## src/rtl/cpu_pkg.sv

```systemverilog
// Shared CPU definitions: datapath widths, opcode field position,
// reset vector and the fetch-stage state encoding.
package cpu_pkg;

  localparam int INSTR_W    = 32;
  localparam int ADDR_W     = 32;
  localparam int OPCODE_MSB = 31;
  localparam int OPCODE_LSB = 26;

  localparam logic [ADDR_W-1:0] RESET_PC = 32'h0000_0000;

  // IDLE: no request; FETCH: live request; DROP: waiting out a stale request
  typedef enum logic [1:0] {
    IDLE  = 2'd0,
    FETCH = 2'd1,
    DROP  = 2'd2
  } fetchState_t;

  // Opcode field as decode sees it
  function automatic logic [OPCODE_MSB-OPCODE_LSB:0] opcodeOf(input logic [INSTR_W-1:0] instr);
    return instr[OPCODE_MSB:OPCODE_LSB];
  endfunction

endpackage

```

## src/rtl/fetch_queue.sv

```systemverilog
// Small circular prefetch queue of {pc, instr} pairs. The head entry is
// read combinationally so decode sees it in the cycle it becomes valid.
// clear wins over push and pop.
module fetch_queue
  import cpu_pkg::*;
#(
  parameter int DEPTH  = 2,
  parameter int ADDR_W = cpu_pkg::ADDR_W,
  localparam int PTR_W = (DEPTH > 1) ? $clog2(DEPTH) : 1,
  localparam int CNT_W = $clog2(DEPTH + 1)
) (
  input  logic               clk,
  input  logic               rst_n,
  input  logic               push,
  input  logic [ADDR_W-1:0]  pushPc,
  input  logic [INSTR_W-1:0] pushInstr,
  input  logic               pop,
  input  logic               clear,
  output logic [CNT_W-1:0]   count,
  output logic [ADDR_W-1:0]  headPc,
  output logic [INSTR_W-1:0] headInstr
);

  localparam int ENTRY_W = ADDR_W + INSTR_W;

  logic [PTR_W-1:0]   wrPtrReg;
  logic [PTR_W-1:0]   rdPtrReg;
  logic [CNT_W-1:0]   countReg;
  logic               pushEn;
  logic               popEn;
  logic [ENTRY_W-1:0] entryArr [DEPTH];

  // A push into a full queue is only taken when a pop frees a slot on the same edge
  assign pushEn = push && !clear && ((countReg != CNT_W'(DEPTH)) || pop);
  assign popEn  = pop && !clear && (countReg != '0);

  genvar gi;
  generate
    for (gi = 0; gi < DEPTH; gi++) begin : gEntry
      logic [ENTRY_W-1:0] entryReg;

      // Each slot captures the pushed pair when the write pointer selects it
      always_ff @(posedge clk or negedge rst_n) begin
        if (!rst_n) begin
          entryReg <= '0;
        end else if (pushEn && (wrPtrReg == PTR_W'(gi))) begin
          entryReg <= {pushPc, pushInstr};
        end
      end

      assign entryArr[gi] = entryReg;
    end
  endgenerate

  // Pointer and occupancy bookkeeping
  always_ff @(posedge clk or negedge rst_n) begin
    if (!rst_n) begin
      wrPtrReg <= '0;
      rdPtrReg <= '0;
      countReg <= '0;
    end else if (clear) begin
      wrPtrReg <= '0;
      rdPtrReg <= '0;
      countReg <= '0;
    end else begin
      if (pushEn) wrPtrReg <= wrPtrReg + PTR_W'(1);
      if (popEn)  rdPtrReg <= rdPtrReg + PTR_W'(1);
      unique case ({pushEn, popEn})
        2'b10:   countReg <= countReg + CNT_W'(1);
        2'b01:   countReg <= countReg - CNT_W'(1);
        default: countReg <= countReg;
      endcase
    end
  end

  assign count     = countReg;
  assign headPc    = entryArr[rdPtrReg][ENTRY_W-1:INSTR_W];
  assign headInstr = entryArr[rdPtrReg][INSTR_W-1:0];

endmodule

```

## src/rtl/fetch_stage.sv

```systemverilog
// Instruction fetch stage: owns the PC, issues one outstanding word read
// at a time, buffers returns in a prefetch queue and hands them to decode
// with valid/ready. Redirects flush the queue; a request already in flight
// when a redirect arrives is waited out in DROP and its data discarded.
module fetch_stage
  import cpu_pkg::*;
#(
  parameter int                ADDR_W   = cpu_pkg::ADDR_W,
  parameter logic [ADDR_W-1:0] RESET_PC = ADDR_W'(cpu_pkg::RESET_PC),
  parameter int                DEPTH    = 2
) (
  input  logic               clk,
  input  logic               rst_n,
  output logic               imemReq,
  output logic [ADDR_W-1:0]  imemAddr,
  input  logic               imemAck,
  input  logic [INSTR_W-1:0] imemData,
  input  logic               redirect,
  input  logic [ADDR_W-1:0]  redirectPc,
  output logic               decValid,
  input  logic               decReady,
  output logic [INSTR_W-1:0] decInstr,
  output logic [ADDR_W-1:0]  decPc,
  output logic [ADDR_W-1:0]  decPcPlus4
);

  localparam int CNT_W = $clog2(DEPTH + 1);

  fetchState_t       stateReg, stateNext;
  logic [ADDR_W-1:0] addrReg, addrNext;
  logic [ADDR_W-1:0] targetReg, targetNext;
  logic [ADDR_W-1:0] alignedTarget;
  logic [CNT_W-1:0]  count;
  logic [CNT_W:0]    countAfter;
  logic              canIssue;
  logic              push;
  logic              pop;
  logic              unusedLowBits;

  // Branch targets are word aligned; the low two bits are dropped
  assign alignedTarget = {redirectPc[ADDR_W-1:2], 2'b00};
  assign unusedLowBits = ^redirectPc[1:0];

  assign imemReq  = (stateReg != IDLE);
  assign imemAddr = addrReg;
  assign decValid = (count != '0);

  // Only a live (non-stale, non-flushed) return enters the queue
  assign push = (stateReg == FETCH) && imemAck && !redirect;
  assign pop  = decValid && decReady && !redirect;

  // Occupancy after this edge; a redirect empties the queue
  assign countAfter = redirect ? '0
                    : ({1'b0, count} + (CNT_W+1)'(push) - (CNT_W+1)'(pop));
  // A new request may be started only where nothing is left outstanding
  // after this edge, so the reservation equals the post-edge occupancy
  assign canIssue = (countAfter < (CNT_W+1)'(DEPTH));

  // State, fetch address and pending redirect target registers
  always_ff @(posedge clk or negedge rst_n) begin
    if (!rst_n) begin
      stateReg  <= IDLE;
      addrReg   <= RESET_PC;
      targetReg <= RESET_PC;
    end else begin
      stateReg  <= stateNext;
      addrReg   <= addrNext;
      targetReg <= targetNext;
    end
  end

  // Next-state, next address and redirect bookkeeping
  always_comb begin
    stateNext  = stateReg;
    addrNext   = addrReg;
    targetNext = targetReg;
    unique case (stateReg)
      IDLE: begin
        if (redirect) begin
          addrNext  = alignedTarget;
          stateNext = FETCH;
        end else if (canIssue) begin
          stateNext = FETCH;
        end
      end
      FETCH: begin
        if (imemAck) begin
          if (redirect) begin
            // Returned word is discarded; the target is requested next
            addrNext = alignedTarget;
          end else begin
            addrNext = addrReg + ADDR_W'(4);
            if (!canIssue) stateNext = IDLE;
          end
        end else if (redirect) begin
          // Address must stay stable until memory acks the stale request
          targetNext = alignedTarget;
          stateNext  = DROP;
        end
      end
      DROP: begin
        if (imemAck) begin
          addrNext  = redirect ? alignedTarget : targetReg;
          stateNext = FETCH;
        end else if (redirect) begin
          targetNext = alignedTarget;
        end
      end
      default: stateNext = IDLE;
    endcase
  end

  fetch_queue #(
    .DEPTH  (DEPTH),
    .ADDR_W (ADDR_W)
  ) uQueue (
    .clk       (clk),
    .rst_n     (rst_n),
    .push      (push),
    .pushPc    (addrReg),
    .pushInstr (imemData),
    .pop       (pop),
    .clear     (redirect),
    .count     (count),
    .headPc    (decPc),
    .headInstr (decInstr)
  );

  assign decPcPlus4 = decPc + ADDR_W'(4);

endmodule

```

## config.mk

```make
export PLATFORM = sky130hd
export DESIGN_NAME = fetch_stage
export DESIGN_NICKNAME = d
export VERILOG_FILES = /design/src/rtl/cpu_pkg.sv /design/src/rtl/fetch_queue.sv /design/src/rtl/fetch_stage.sv
export SDC_FILE = /design/constraint.sdc
export NUM_CORES = 1
export LEC_CHECK = 0
export CAP_MARGIN = 10
export CORE_AREA = 4 4 153 155
export CTS_CLUSTER_SIZE = 20
export DETAILED_ROUTE_END_ITERATION = 12
export DIE_AREA = 0 0 157 159
export PLACE_DENSITY = 0.75
export SYNTH_ARGS = -nofsm -noshare
export SYNTH_HDL_FRONTEND = slang
export SYNTH_SLANG_ARGS = --single-unit
```

## constraint.sdc

```tcl
create_clock -name clk -period 8.3 [get_ports clk]
set_clock_uncertainty 0.2 [all_clocks]
set_input_delay 1.245 -clock clk [delete_from_list [all_inputs] [get_ports clk]]
set_output_delay 1.245 -clock clk [all_outputs]
set_load 0.05 [all_outputs]
```

==> run metrics, run 1 <==
status=completed; Post-synth top flop=dfrtp_1; fraction of registers with async set/reset=100%; die area=25000 um2; Adder-Cell Fraction of Synth Area=1.01%; number of remaining DRC errors=0; power density cells=449 nW/um2; Hold Crit Class=flop to flop; nets@finish=1174; worst-path fanout max=68; core area=21800 um2; share of layout cells above drive strength 1=24.8%; Layout area overhead=24.9%; Design Area, Final=13300 um2; post-CTS resize count=0; Final HPWL DP=18800 um; top cell type by total area after synthesis=dfrtp_1; Mapped Cells=936; num ports=199; RSZ-0062 raised after global routing=false; max_slew headroom=32.7%; sequential area share after synthesis=46.5%; DR vias/cell=5.87; Synth area leaders=dfrtp_1, mux2_2, o21ai_0, nor2_1, xnor2_1; Synthesized Nets=1013; DRT Pass-1 Iters=5; initial antenna violation count=0; final count of hold timing violations=0; DRT iter0 DRCs=678; global route hottest layer=met2; Die W=157 um; Vias=8160; simple-gate share of the synthesized area=10.3%; met1 Resource Use GR=31.5%; Setup TNS=0 ns; die height=159 um; CTS tree=done; final setup violation count=0; latest clock arrival within the worst-skew pair=0.44 ns; Initial Util=48.9%; Reg clk slew, reported paths=0.08 ns; Setup Fix Bufs, Post-CTS=0; Hold Buf Count CTS=0; row count=54; CTS Buf Count=17; htree depth=4; CP arrival=4.11 ns; fmax=0.180 GHz; met3 usage=4.27%; mux contribution to synthesized area=25.1%; Slew Viols, Final=0; routability congestion estimate=0.823; worst-margin pin slew=1.01 ns; Crit Path Class=flop to primary output; clock sinks=198; CP delay by family, top=buffers and inverters; final worst path period share=67.0%; placed cell area=12700 um2; PortBufs=196; Crit. End Element=primary output; largest family of logic cells by synthesized area=multiplexers; Buf/Inv on CP=2; worst vdd ir=0.239 mV; critical path's slowest cell=clkdlybuf4s50_1; top cell type's share of synthesized area=46.5%; root buffer cell=clkbuf_16; gr usage total=22.0%; Tmin final=5.56 ns; Maximum Capacitance Violations=0; synth unique cells=68; Ys Warns=0; Mean Syn Cell Area=11.4 um2; area of the mapped netlist=10700 um2; largest net degree at the start of global routing=119; EDFF count, synth=0; WP data required=6.86 ns; CP cell instances=buf_4, mux2i_1, a211oi_1, and2_1, nand3_1, xnor2_1, clkdlybuf4s50_1; Synth Register Bits=198; routed len/inst=19.8 um; GR Overflow Total=0; Compound-Gate Fraction of Synth Area=10.2%; CP Launch Type=flop; final WL=27500 um; most frequent cells in the layout=mux2_2, dfrtp_1, clkdlybuf4s50_1, nor2_1, nand2_1; Routed Antenna Nets=0; most common cell after layout, fill and taps aside=mux2_2; diode count=0; vias in the first global route=8075; Post-Synth XOR/XNOR Area=2.87%; Leakage=0.00555 uW; global-route wire length before repair=44100 um; maximum root-to-sink buffer count=2; met2 GRT Util=34.5%; slowest stage delay, CP=0.82 ns
## report_power, final
part / leakage (uW) / internal, uW / switching (uW)
clock: 0.000293 / 411 / 426
sequential: 0.00249 / 1380 / 397
combinational: 0.00277 / 1290 / 2070
total: 0.00555 / 3080 / 2890
## path summary, 6_finish.rpt
check                                             startpoint                           end  slack [ns]  cells past startpoint
worst min-delay path            uQueue.gEntry[1].entryReg[8]  uQueue.gEntry[1].entryReg[8]        0.29                      1
worst max-delay path                         uQueue.rdPtrReg                decPcPlus4[22]        2.74                      7
max in group asynchronous                              rst_n               uQueue.rdPtrReg        5.44                      2
worst min register to register  uQueue.gEntry[1].entryReg[8]  uQueue.gEntry[1].entryReg[8]        0.29                      1
worst max register to register                   stateReg[1]                   stateReg[0]        5.20                     11
min in group asynchronous                              rst_n                  targetReg[6]        0.72                      1
## through the flow
stage	worst slack [ns]	std cells	power [uW]	hold WS [ns]	util, %
6_report	2.74	1390	5980	0.291	61.1
5_1_grt	2.47	1390	6290	0.311	61.1
4_1_cts	2.65	1390	6000	0.299	61.1
3_5_place_dp	3.15	1358	5150	0.278	58.3
3_3_place_gp	3.18	1358	5080	0.268	58.3
2_1_floorplan	2.55	936	4080	0.253	-
## state kept, by name (all words and copies together) (netlist names)
register and count:
uQueue.gEntry.entryReg 128, imemAddr 32, targetReg 32, stateReg 2, uQueue.count 2, uQueue.rdPtrReg 1
uQueue.wrPtrReg 1
## layout make-up
type | count | area, um2
repair buffers | 206 | 2040
well taps | 280 | 350
fillers | 1759 | 8500
inverters | 26 | 97.6
clock inverters | 15 | 171
flip-flops and latches | 198 | 4960
multi-input cells | 648 | 5280
clock buffers | 17 | 425
## metal layers
layer  share of wire [%]  up-vias  wire length [um]
met5                   0        -                 0
met4                 1.5        0               414
met3                 6.5       31              1800
met1                  44     4104             12100
met2                  48      284             13100
li1                    -     3741                 -
## worst register-to-register path, cell delays in order (launching register included)
cell and delay [ns]:
dfrtp_1 0.41, inv_1 0.10, ha_1 0.40, nor2b_1 0.25, buf_4 0.31, nand2_1 0.08, nor2_1 0.13, fa_1 0.44
nor2_1 0.12, o22ai_1 0.09, a21oi_1 0.26, mux2i_1 0.24
## Yosys cell counts, types with 12 or more instances
master,number
nor2_1,60
nand3_1,19
nor3_1,20
buf_4,12
buf_2,23
xor2_1,12
a21oi_1,15
mux2_2,212
dfrtp_1,198
clkbuf_1,21
xnor2_1,23
o21ai_0,47
mux2i_1,15
inv_1,25
nand2_1,48
a221oi_1,14
## cell families (layout without fill, tap and decap cells)
| family | count (synthesis) | count (layout) |
|---|---|---|
| adders and majority gates | 8 | 8 |
| muxes | 239 | 239 |
| xor gates and xnor gates | 35 | 35 |
| and+or+nand+nor | 213 | 213 |
| DFF | 198 | 198 |
| buffers and inverters | 90 | 264 |
| AOI/OAI and AO/OA | 153 | 153 |
(Power assumes the default switching activity.)
==> run 2: changes to the inputs <==
- clock period: 8.3 -> 5.66 ns (I/O delays scaled with it)
==> run metrics, run 2 (synthesized netlist as in run 1, its figures left out) <==
status=completed; global-route wire length before repair=43900 um; PortBufs=196; R2R Path End=stateReg[0]; max FFs per register=128; share of layout cells above drive strength 1=24.9%; WP data required=4.61 ns; DR vias/cell=5.86; # placed instances=1360; Finished Core Util=61.2%; final WL=27600 um; RSZ-0062 raised after global routing=false; Initial Util=48.9%; Setup TNS=0 ns; Hold Buf Count CTS=0; nets@finish=1176; post-CTS resize count=0; register with the most flip-flops=uQueue.gEntry.entryReg; CTS tree=done; max_slew headroom=33.0%; Vias=8156; Routed Antenna Nets=0; root buffer cell=clkbuf_16; worst-margin pin slew=1.01 ns; maximum root-to-sink buffer count=2; diode count=0; CP Launch Type=flop; Crit Path Class=flop to primary output; final count of hold timing violations=0; num ports=199; initial antenna violation count=0; clock sinks=198; vias in the first global route=7998; core area=21800 um2; Slew Viols, Final=0; Hold Crit Class=primary input to asynchronous set/reset pin; Crit. End Element=primary output; final setup violation count=0; CP arrival=3.74 ns; most common cell after layout, fill and taps aside=mux2_2; die area=25000 um2; GR Overflow Total=0; worst-path fanout max=25; power density cells=656 nW/um2; number of remaining DRC errors=0; routability congestion estimate=0.819; row count=54; DRT iter0 DRCs=602; most frequent cells in the layout=mux2_2, dfrtp_1, clkdlybuf4s50_1, nor2_1, nand2_1; Maximum Capacitance Violations=0; routed len/inst=19.9 um; largest net degree at the start of global routing=104; Worst Reg2Reg Path Length in Cells=11; die height=159 um; Worst Setup SP=uQueue.rdPtrReg; latest clock arrival within the worst-skew pair=0.43 ns; htree depth=4; DRT Pass-1 Iters=7; r2r startpoint=stateReg[1]; final worst path period share=84.6%; Tmin final=4.79 ns; gr usage total=21.9%; fmax=0.209 GHz; final std cells w/o fill=1392; Layout area overhead=25.3%; Die W=157 um; FF-to-FF setup slack=2.54 ns; worst vdd ir=0.325 mV; Final HPWL DP=19300 um; Setup Fix Bufs, Post-CTS=0; Leakage=0.00557 uW; Reg clk slew, reported paths=0.08 ns; Layout fillers=1782; CTS Buf Count=17
==> run 2: metrics by stage <==
step / hold slack (ns) / setup slack [ns] / power [uW] / instance area (um2)
finish: 0.269 / 0.871 / 8760 / 13400
global route: 0.312 / 0.640 / 9220 / 13400
CTS: 0.298 / 0.838 / 8800 / 13400
detailed placement: 0.275 / 1.32 / 7560 / 12800
global placement: 0.268 / 1.33 / 7460 / 12800
floorplan: 0.253 / 0.306 / 5980 / 10700
==> run 2: final cells by class <==
cell class	count	area, um2	share of cell area [%]
repair buffers	208	2070	15.5
well taps	280	350	2.62
multi-input cells	648	5280	39.5
clock buffers	17	425	3.18
inverters	26	97.6	0.730
clock inverters	15	179	1.34
flip-flops and latches	198	4960	37.1
==> run 2: worst max-delay path: stages (launching register included) <==
cell	delay, ns
dfrtp_4	0.61
mux2i_1	0.19
inv_1	0.09
ha_1	0.21
nand4b_1	0.15
a211oi_1	0.55
and2_1	0.37
nand3_1	0.13
xnor2_1	0.17
clkdlybuf4s50_1	0.82
==> run 2: power by group <==
| part | internal (uW) | total [uW] | leakage (uW) | switching [uW] |
|---|---|---|---|---|
| logic | 1900 | 4930 | 0.00279 | 3030 |
| registers | 2030 | 2620 | 0.00249 | 590 |
| clock network | 601 | 1210 | 0.000295 | 612 |
==> run 2: layer usage <==
layer | vias up | wire (um) | GRT usage [%]
met3 | 39 | 1550 | 3.56
met2 | 304 | 13200 | 34.3
li1 | 3736 | - | -
met1 | 4077 | 12300 | 31.5
met5 | - | 0 | 0
met4 | 0 | 567 | 6.31
==> run 2: how the worst max path moves through the flow <==
| stage | slack (ns) | cells after the start | end |
|---|---|---|---|
| finish | 0.87 | 9 | decPcPlus4[22] |
| global route | 0.64 | 9 | decPcPlus4[22] |
| CTS | 0.84 | 9 | decPcPlus4[22] |
| detailed placement | 1.32 | 9 | decPcPlus4[22] |
| global placement | 1.33 | 8 | decPcPlus4[22] |
| floorplan | 0.31 | 12 | decPcPlus4[12] |
